## src/rtl/stream_consumer_if.sv

```systemverilog
// Dual-lane address/id stream with flush, plus the single retire port.
// master drives lanes/flush/ready; slave is the consumer.
`ifndef ADDRESS_WIDTH
`define ADDRESS_WIDTH 32
`endif
`ifndef ID_WIDTH
`define ID_WIDTH 8
`endif

interface stream_consumer_if #(
  parameter int CNT_WIDTH = 16
);
  logic                      in_valid_1;
  logic                      in_valid_2;
  logic [`ADDRESS_WIDTH-1:0] in_address_1;
  logic [`ADDRESS_WIDTH-1:0] in_address_2;
  logic [`ID_WIDTH-1:0]      in_id_1;
  logic [`ID_WIDTH-1:0]      in_id_2;
  logic                      out_stall_1;
  logic                      out_stall_2;
  logic                      flush_1;
  logic                      flush_2;
  logic [`ID_WIDTH-1:0]      flush_id_1;
  logic [`ID_WIDTH-1:0]      flush_id_2;
  logic                      retire_ready;
  logic                      retire_valid;
  logic                      retire_lane;
  logic [`ADDRESS_WIDTH-1:0] retire_address;
  logic [`ID_WIDTH-1:0]      retire_id;
  logic [CNT_WIDTH-1:0]      retire_count;
  logic [CNT_WIDTH-1:0]      squash_count_1;
  logic [CNT_WIDTH-1:0]      squash_count_2;

  modport master (
    output in_valid_1, in_valid_2,
    output in_address_1, in_address_2,
    output in_id_1, in_id_2,
    output flush_1, flush_2,
    output flush_id_1, flush_id_2,
    output retire_ready,
    input  out_stall_1, out_stall_2,
    input  retire_valid, retire_lane,
    input  retire_address, retire_id,
    input  retire_count,
    input  squash_count_1, squash_count_2
  );

  modport slave (
    input  in_valid_1, in_valid_2,
    input  in_address_1, in_address_2,
    input  in_id_1, in_id_2,
    input  flush_1, flush_2,
    input  flush_id_1, flush_id_2,
    input  retire_ready,
    output out_stall_1, out_stall_2,
    output retire_valid, retire_lane,
    output retire_address, retire_id,
    output retire_count,
    output squash_count_1, squash_count_2
  );
endinterface

```

## src/rtl/stream_consumer.sv

```systemverilog
// Per-lane FIFOs with id flush, one registered global stall,
// and a round-robin show-ahead retire port.
module stream_consumer #(
  parameter int DEPTH     = 4,
  parameter int CNT_WIDTH = 16
) (
  input  logic        clk,
  input  logic        reset,
  stream_consumer_if.slave s
);
  localparam int AW = `ADDRESS_WIDTH;
  localparam int IW = `ID_WIDTH;
  localparam int PW = $clog2(DEPTH);

  logic [AW-1:0] addr_q [2][DEPTH];
  logic [IW-1:0] id_q   [2][DEPTH];
  logic          live_q [2][DEPTH];
  logic          live_d [2][DEPTH];
  logic [PW-1:0] rp_q   [2];
  logic [PW-1:0] wp_q   [2];
  logic [PW:0]   occ_q  [2];
  logic [PW:0]   occ_d  [2];
  logic [CNT_WIDTH-1:0] sq_q [2];
  logic [CNT_WIDTH-1:0] sq_d [2];
  logic [CNT_WIDTH-1:0] rcnt_q;
  logic stall_q, rr_q, lock_q, lsel_q;

  logic          in_v  [2];
  logic [AW-1:0] in_a  [2];
  logic [IW-1:0] in_id [2];
  logic          fl    [2];
  logic [IW-1:0] fl_id [2];

  assign in_v[0]  = s.in_valid_1;
  assign in_v[1]  = s.in_valid_2;
  assign in_a[0]  = s.in_address_1;
  assign in_a[1]  = s.in_address_2;
  assign in_id[0] = s.in_id_1;
  assign in_id[1] = s.in_id_2;
  assign fl[0]    = s.flush_1;
  assign fl[1]    = s.flush_2;
  assign fl_id[0] = s.flush_id_1;
  assign fl_id[1] = s.flush_id_2;

  logic elig [2];
  logic dead [2];
  logic push [2];
  logic pop  [2];
  logic hit  [2];
  logic sel, rvalid, fire, stall_d;

  always_comb begin
    for (int n = 0; n < 2; n++) begin
      elig[n] = (|occ_q[n]) && live_q[n][rp_q[n]];
      dead[n] = (|occ_q[n]) && !live_q[n][rp_q[n]];
      push[n] = in_v[n] && !stall_q;
      hit[n]  = fl[n] && (in_id[n] == fl_id[n]);
    end
  end

  // A word held under back-pressure keeps its lane until taken
  always_comb begin
    if (lock_q && elig[lsel_q])
      sel = lsel_q;
    else if (elig[0] && elig[1])
      sel = rr_q;
    else
      sel = elig[1];
    rvalid = elig[0] || elig[1];
    fire   = rvalid && s.retire_ready;
    pop[0] = dead[0] || (fire && !sel);
    pop[1] = dead[1] || (fire && sel);
  end

  always_comb begin
    for (int n = 0; n < 2; n++) begin
      sq_d[n] = sq_q[n];
      for (int i = 0; i < DEPTH; i++) begin
        live_d[n][i] = live_q[n][i];
        if (fl[n] && live_q[n][i]
            && ({1'b0, PW'(i) - rp_q[n]} < occ_q[n])
            && (id_q[n][i] == fl_id[n])
            && !(pop[n] && (PW'(i) == rp_q[n]))) begin
          live_d[n][i] = 1'b0;
          sq_d[n] = sq_d[n] + CNT_WIDTH'(1);
        end
      end
      if (push[n] && hit[n])
        sq_d[n] = sq_d[n] + CNT_WIDTH'(1);
      occ_d[n] = occ_q[n] + (PW+1)'(push[n])
                 - (PW+1)'(pop[n]);
    end
    stall_d = (occ_d[0] == (PW+1)'(DEPTH))
           || (occ_d[1] == (PW+1)'(DEPTH));
  end

  always_ff @(posedge clk) begin
    for (int n = 0; n < 2; n++)
      if (push[n]) begin
        addr_q[n][wp_q[n]] <= in_a[n];
        id_q[n][wp_q[n]]   <= in_id[n];
      end
  end

  always_ff @(posedge clk) begin
    if (!reset) begin
      for (int n = 0; n < 2; n++) begin
        for (int i = 0; i < DEPTH; i++)
          live_q[n][i] <= 1'b0;
        rp_q[n]  <= '0;
        wp_q[n]  <= '0;
        occ_q[n] <= '0;
        sq_q[n]  <= '0;
      end
      rcnt_q  <= '0;
      stall_q <= 1'b0;
      rr_q    <= 1'b0;
      lock_q  <= 1'b0;
      lsel_q  <= 1'b0;
    end else begin
      for (int n = 0; n < 2; n++) begin
        for (int i = 0; i < DEPTH; i++)
          live_q[n][i] <= live_d[n][i];
        if (push[n]) begin
          live_q[n][wp_q[n]] <= !hit[n];
          wp_q[n] <= wp_q[n] + PW'(1);
        end
        if (pop[n])
          rp_q[n] <= rp_q[n] + PW'(1);
        occ_q[n] <= occ_d[n];
        sq_q[n]  <= sq_d[n];
      end
      if (fire) begin
        rcnt_q <= rcnt_q + CNT_WIDTH'(1);
        rr_q   <= !sel;
      end
      stall_q <= stall_d;
      lock_q  <= rvalid && !s.retire_ready;
      lsel_q  <= sel;
    end
  end

  assign s.out_stall_1    = stall_q;
  assign s.out_stall_2    = stall_q;
  assign s.retire_valid   = rvalid;
  assign s.retire_lane    = sel;
  assign s.retire_address = addr_q[sel][rp_q[sel]];
  assign s.retire_id      = id_q[sel][rp_q[sel]];
  assign s.retire_count   = rcnt_q;
  assign s.squash_count_1 = sq_q[0];
  assign s.squash_count_2 = sq_q[1];
endmodule

```

## src/flat_wrapper.sv

```systemverilog
// flat-port wrapper written by rule: the top's interface ports become plain ports
module stream_consumer_flat 
#(
  parameter int DEPTH     = 4,
  parameter int CNT_WIDTH = 16
)
  (clk, reset, s_in_valid_1, s_in_valid_2, s_in_address_1, s_in_address_2, s_in_id_1, s_in_id_2, s_flush_1, s_flush_2, s_flush_id_1, s_flush_id_2, s_retire_ready, s_out_stall_1, s_out_stall_2, s_retire_valid, s_retire_lane, s_retire_address, s_retire_id, s_retire_count, s_squash_count_1, s_squash_count_2);
  stream_consumer_if #(.CNT_WIDTH(CNT_WIDTH)) s_i ();
  input  logic clk;
  input  logic reset;
  input wire logic [$bits(s_i.in_valid_1)-1:0] s_in_valid_1;
  input wire logic [$bits(s_i.in_valid_2)-1:0] s_in_valid_2;
  input wire logic [$bits(s_i.in_address_1)-1:0] s_in_address_1;
  input wire logic [$bits(s_i.in_address_2)-1:0] s_in_address_2;
  input wire logic [$bits(s_i.in_id_1)-1:0] s_in_id_1;
  input wire logic [$bits(s_i.in_id_2)-1:0] s_in_id_2;
  input wire logic [$bits(s_i.flush_1)-1:0] s_flush_1;
  input wire logic [$bits(s_i.flush_2)-1:0] s_flush_2;
  input wire logic [$bits(s_i.flush_id_1)-1:0] s_flush_id_1;
  input wire logic [$bits(s_i.flush_id_2)-1:0] s_flush_id_2;
  input wire logic [$bits(s_i.retire_ready)-1:0] s_retire_ready;
  output wire logic [$bits(s_i.out_stall_1)-1:0] s_out_stall_1;
  output wire logic [$bits(s_i.out_stall_2)-1:0] s_out_stall_2;
  output wire logic [$bits(s_i.retire_valid)-1:0] s_retire_valid;
  output wire logic [$bits(s_i.retire_lane)-1:0] s_retire_lane;
  output wire logic [$bits(s_i.retire_address)-1:0] s_retire_address;
  output wire logic [$bits(s_i.retire_id)-1:0] s_retire_id;
  output wire logic [$bits(s_i.retire_count)-1:0] s_retire_count;
  output wire logic [$bits(s_i.squash_count_1)-1:0] s_squash_count_1;
  output wire logic [$bits(s_i.squash_count_2)-1:0] s_squash_count_2;
  assign s_i.in_valid_1 = s_in_valid_1;
  assign s_i.in_valid_2 = s_in_valid_2;
  assign s_i.in_address_1 = s_in_address_1;
  assign s_i.in_address_2 = s_in_address_2;
  assign s_i.in_id_1 = s_in_id_1;
  assign s_i.in_id_2 = s_in_id_2;
  assign s_i.flush_1 = s_flush_1;
  assign s_i.flush_2 = s_flush_2;
  assign s_i.flush_id_1 = s_flush_id_1;
  assign s_i.flush_id_2 = s_flush_id_2;
  assign s_i.retire_ready = s_retire_ready;
  assign s_out_stall_1 = s_i.out_stall_1;
  assign s_out_stall_2 = s_i.out_stall_2;
  assign s_retire_valid = s_i.retire_valid;
  assign s_retire_lane = s_i.retire_lane;
  assign s_retire_address = s_i.retire_address;
  assign s_retire_id = s_i.retire_id;
  assign s_retire_count = s_i.retire_count;
  assign s_squash_count_1 = s_i.squash_count_1;
  assign s_squash_count_2 = s_i.squash_count_2;
  stream_consumer #(.DEPTH(DEPTH), .CNT_WIDTH(CNT_WIDTH)) u_core (.clk(clk), .reset(reset), .s(s_i));
endmodule
```

## config.mk

```make
export PLATFORM = sky130hd
export DESIGN_NAME = stream_consumer_flat
export DESIGN_NICKNAME = d
export VERILOG_FILES = /design/src/rtl/stream_consumer_if.sv /design/src/rtl/stream_consumer.sv /design/src/flat_wrapper.sv
export SDC_FILE = /design/constraint.sdc
export NUM_CORES = 1
export LEC_CHECK = 0
export ABC_CLOCK_PERIOD_IN_PS = 8900
export CAP_MARGIN = 20
export CORE_ASPECT_RATIO = 2
export CORE_UTILIZATION = 29
export DETAILED_ROUTE_END_ITERATION = 10
export SETUP_SLACK_MARGIN = 0.4
export SYNTH_ARGS = -nofsm -noshare
export SYNTH_HDL_FRONTEND = slang
export SYNTH_SLANG_ARGS = --single-unit
```

## constraint.sdc

```tcl
create_clock -name clk -period 8.9 [get_ports clk]
set_input_delay 1.78 -clock clk [delete_from_list [all_inputs] [get_ports clk]]
set_output_delay 1.78 -clock clk [all_outputs]
set_load 0.01 [all_outputs]
```

# Word level (Yosys, flattened, before mapping)
# Memory sizes are Yosys's and may differ from the RTL's.
# Cells that the tools add are included.
[totals]
ff_bits = 20
ram_bits = 374
inputBits = 103
out_inout_bits = 92
memories = 7
[classes]
add_sub_neg = 27
magnitude_cmp = 16
n_eq_ne = 18
n_mux = 91
bitwise_logic = 30
reduce_logical = 81
[memory_table]
columns = ["memory", "depth", "width", "rd", "rd_ports_with_merged_regs", "wr", "line_no", "text"]
rows = [
  ["u_core.addr_q", 2, 128, 1, 0, 2, "stream_consumer.sv:15", "logic [AW-1:0] addr_q [2][DEPTH];"],
  ["u_core.id_q", 2, 32, 3, 0, 2, "stream_consumer.sv:16", "logic [IW-1:0] id_q [2][DEPTH];"],
  ["u_core.sq_q", 2, 16, 2, 0, 2, "stream_consumer.sv:23", "logic [CNT_WIDTH-1:0] sq_q [2];"],
  ["u_core.live_q", 2, 4, 2, 0, 2, "stream_consumer.sv:17", "logic live_q [2][DEPTH];"],
  ["u_core.occ_q", 2, 3, 2, 0, 2, "stream_consumer.sv:21", "logic [PW:0] occ_q [2];"],
  ["u_core.rp_q", 2, 2, 3, 0, 2, "stream_consumer.sv:19", "logic [PW-1:0] rp_q [2];"],
  ["+1 memories", "-", "-", "-", "-", "-", "-", ""],
]
[op_table]
columns = ["op", "n"]
rows = [
  ["128-bit 2-to-1 mux", 2],
  ["16-bit 2-to-1 mux", 12],
  ["32-bit 2-to-1 mux", 6],
  ["16-bit by 1-bit adder with 16-bit output (second input constant)", 11],
  ["32-bit demux with 2-bit select", 2],
  ["8-bit == test", 10],
  ["32-bit binary-select mux with 2-bit select", 1],
  ["1-bit logical AND", 58],
  ["1-bit 2-to-1 mux", 49],
  ["8-bit demux with 2-bit select", 2],
  ["8-bit 2-to-1 mux", 4],
  ["2-bit by 3-bit less-than comparator with 1-bit output", 8],
  ["1-bit OR", 24],
  ["8-bit binary-select mux with 2-bit select", 1],
  ["3-bit >= comparator (second input constant)", 5],
  ["1-bit logical NOT", 15],
  ["2-bit inverter with 3-bit output", 5],
  ["2-bit by 1-bit adder with 2-bit output (second input constant)", 4],
  ["2-bit == test (first input constant)", 4],
  ["2-bit 2-to-1 mux", 4],
  ["4-bit 2-to-1 mux", 2],
  ["1-bit by 2-bit subtractor with 2-bit output (first input constant)", 4],
  ["2-bit subtractor (first input constant)", 4],
  ["3-bit by 1-bit adder with 3-bit output", 2],
  ["other kinds (12)", 24],
]

# Longest topological paths before layout
# An unclocked memory read counts as a cell.
[logic_depth]
word_depth = 27
mapped_depth = 26
depth_no_buf = 24

# Worst setup path after synthesis
# OpenSTA, ideal clock, no wires.
[synth_timing]
kind = "input to register"
startpoint = "input port s_flush_id_1[2]"
endpoint = "memory u_core.sq_q[0][15]"
arrival_time_ns = 7.044
slack_ns = 1.786
stages = 22
path_buffers = 3
cell_sequence = "clkbuf_1 > xor2_1 > nor4_2 > o2111ai_1 > buf_2 > or3_1 > and2_1 > inv_1 > ha_1 > clkbuf_1 > inv_1 > a211oi_2 > or4b_1 > xnor2_1 > nand2b_1 > or4_1 > a211o_1 > a2111oi_2 > mux2i_1 > a21oi_1 > a31o_2 > a21oi_1"
[synth_lines]
columns = ["item", "line_no", "text"]
rows = [
  ["start, declared", "flat_wrapper.sv:19", "input wire logic [$bits(s_i.flush_id_1)-1:0] s_flush_id_1;"],
  ["end, declared", "stream_consumer.sv:23", ""],
]

==> reports/summary.txt <==
Final setup viols - 0
Highest routed layer - met5
Worst-path clk slew - 60 ps
Root Buffer - clkbuf_16
Switch Pwr - 2570 uW
Synth-to-layout area growth - 20.4%
Hpwl dp - 54.1 mm
Worst Setup SP - s_flush_id_1[6]
Worst setup EP type - flop
Asr flop ratio synth - 0%
Die area - 75200 sq um
Met3 wire len - 3.90 mm
# Post-CTS Setup Buffers - 0
Slew margin rel. - 25.4%
M1 WL - 24.0 mm
Gate power share - 40.7%
Tcrit/Tclk final - 85.5%
Worst R2R Start - u_core.rp_q[0][0]
CTS tree - built
Number of synthesized flops with an enable pin - 336
Synth cell types - 101
Post-CTS resize count - 0
Critical path arrival - 8090 ps
Via count - 16300
Worst-path cell chain - clkdlybuf4s50_1 > xor2_1 > nor4_1 > o2111ai_1 > or3_1 > mux2i_1 > inv_1 > ha_1 > inv_1 > a211oi_2 > or4b_1 > xnor2_1 > nand2b_1 > or4_1 > a211o_1 > a2111oi_2 > xnor2_1 > a31oi_1 > nor3b_1
Post-route DRC - 0
Sw frac - 37.3%
Flop-to-flop setup slack - 1560 ps
Die Y - 387 um
Synthesized area per cell - 10.8 sq um
Die X - 194 um
Layout Skew - 28.3 ps
Layout filler cell count - 7180
Synthesized area - 21500 sq um
Worst path max stage delay - 680 ps
Syn nets - 2128
Part of the power in registers - 33.4%
Slew Viols, Final - 0
Routed vias/inst - 5.23
Wire length per cell - 23.0 um
Num rows - 140
Final Hold Viols - 0
Total congestion overflow - 0
Share of cells above drive strength 1 - 8.97%
Biggest area consumer among synthesized cells - edfxtp_1
Setup_tns - 0 ps
Worst min path class - flop to flop
Clk sinks - 394
End of the worst register-to-register path - u_core.sq_q[0][14]
Hold Slack - 481 ps
Drt first pass iters - 5
Fin nets - 2297
F_max - 0.131 GHz
Slowest library cell on the worst path - clkdlybuf4s50_1
Clock period minus worst slack - 7610 ps
Worst-skew pair later-pin latency - 580 ps
Hold_buf cts - 0
Sequential fraction of the synthesis area - 52.4%
Peak supply drop - 0.201 mV
Fin cells - 3110
Synth warnings - 0
Setup crit end - u_core.sq_q[0][14]
I/O Buffers - 194
Antenna violations before repair - 7
First-pass GRT wire length - 105 mm
Min-delay src - u_core.s.retire_count[15]
Clock Path Buffers - 3
Yosys reg bits - 394
Met2 routed wirelength - 39.4 mm
I/O pin total - 195
Top cells by area, synth - edfxtp_1, nand2_1, dfxtp_1, mux4_2, xnor2_1
Main synth FF type - edfxtp_1
Global Route Usage Sum - 18.9%
ANT nets after route - 0
Critical path class - input port to flop
Int Pwr - 4320 uW
Static leakage - 0.00866 uW
Largest net degree at the start of global routing - 62
H-tree Lvls - 2
Core footprint - 73000 sq um
Max-cap viol count - 0
Startpoint Class - input port
R2R depth - 20
Yosys top cell area share - 47.0%
Vias in the first global route - 16800
DR iter-0 viols - 885
Drt total wl - 71.5 mm
Pwr/cell area - 266 nW/um^2
Status - complete, no violations
Clock buffer count from CTS - 41
GPL Wtd Cong - 0.955
Total Power - 6890 uW
Unrepaired setup endpoints after global routing - no
Clock network fraction of total power - 26.0%
Placed Cells incl. Taps - 3032
Cells after Synth - 1984
Worst Path Required - 9390 ps
Final core utilization - 35.4%
Worst-Margin Slew - 1100 ps
CP max FO - 10
Initial Util - 29.4%
==> worst max-delay path: cells and delay by family <==
kind / cells / cell delay, ps
XOR/XNOR: 3 / 750
buffers and inverters: 3 / 910
multiplexers: 1 / 210
AND/OR/NAND/NOR: 6 / 2330
adder cells (fa/ha/maj): 1 / 380
AO/OA/AOI/OAI: 5 / 1700
==> final cells by class <==
type                    instances  area [sq um]  share of cell area (%)
diodes                          2          5.00                  0.0194
clock buffers                  52          1070                    4.13
clock inverters                23           304                    1.18
inverters                      47           176                   0.683
multi-input cells            1448          9720                    37.6
flip-flops and latches        394         11300                    43.5
well taps                     923          1150                    4.47
repair buffers                221          2170                    8.39
==> per-layer routing <==
layer  GRT usage (%)  vias up
met5               0        -
met4            10.6       10
met3            4.37      163
met2            36.5      501
met1            18.0     7954
li1                -     7644
==> cells by family after synthesis <==
family | count (synthesis) | synth area share (%)
and+or+nand+nor | 851 | 19.5
DFF | 394 | 52.4
AOI/OAI and AO/OA | 299 | 9.45
xor gates and xnor gates | 194 | 8.19
buffers and inverters | 142 | 2.56
muxes | 62 | 5.37
adders and majority gates | 42 | 2.51
==> how the worst min path moves through the flow <==
stage	endpoint	slack, ps	depth (start not counted)
after floorplan	u_core.rr_q	490	2
after global placement	u_core.s.retire_count[15]	470	2
after detailed placement	u_core.s.retire_count[15]	480	2
after CTS	u_core.s.retire_count[15]	490	2
after global routing	u_core.s.retire_count[15]	520	2
final	u_core.s.retire_count[15]	480	2
==> cell usage after synthesis (all sizes together), types with 9 or more instances <==
library cell / instances
nand4: 36
ha: 39
or4: 12
o31ai: 11
inv: 47
mux4: 42
nand2: 334
mux2i: 14
buf: 15
nor4: 36
o21ai: 121
a21oi: 52
dfxtp: 58
xor2: 94
a211oi: 9
nor2b: 10
and2: 30
nor4b: 12
nand2b: 18
nor2: 117
edfxtp: 336
o21a: 9
nor3: 49
xnor2: 99
nand3: 108
or3: 24
o211ai: 10
and3: 25
clkbuf: 80
==> stage by stage <==
step / instance area (sq um) / setup WS (ps)
2_1_floorplan: 21500 / 1790
3_3_place_gp: 24500 / 789
3_5_place_dp: 24500 / 797
4_1_cts: 25800 / 1390
5_1_grt: 25800 / 987
6_report: 25800 / 1290
==> power groups by stage <==
stage,registers [uW],logic [uW],clock network [uW]
5_1_grt,2310,3050,1900
3_3_place_gp,2330,2780,0
2_1_floorplan,2300,1490,0
6_report,2300,2800,1790
4_1_cts,2300,2830,1840
3_5_place_dp,2340,2810,0
==> sequential cells by signal (all words and copies together), names as in the netlist <==
name                   cells
u_core.rr_q                1
u_core.wp_q                4
u_core.rp_q                4
u_core.lock_q              1
u_core.occ_q               6
u_core.addr_q            256
u_core.sq_q               32
u_core.live_q              8
u_core.id_q               64
u_core.s.out_stall_1       1
u_core.lsel_q              1
u_core.s.retire_count     16
==> cell usage in the layout, fill, tap and decap left out, types with 12 or more instances in the layout <==
cell type        count
nor2_1             116
nor3_1              46
o21ai_0            114
ha_1                39
a21oi_1             50
and3_1              25
mux4_2              42
xor2_1              93
clkdlybuf4s50_1    194
buf_4               25
nand4_1             35
or3_1               23
edfxtp_1           336
nand2_1            333
xnor2_1             94
clkbuf_16           41
or4_1               12
mux2i_1             12
nor4_1              33
nand2b_1            18
inv_1               43
and2_1              25
nand3_1            107
dfxtp_1             58
(Power assumes the default switching activity.)
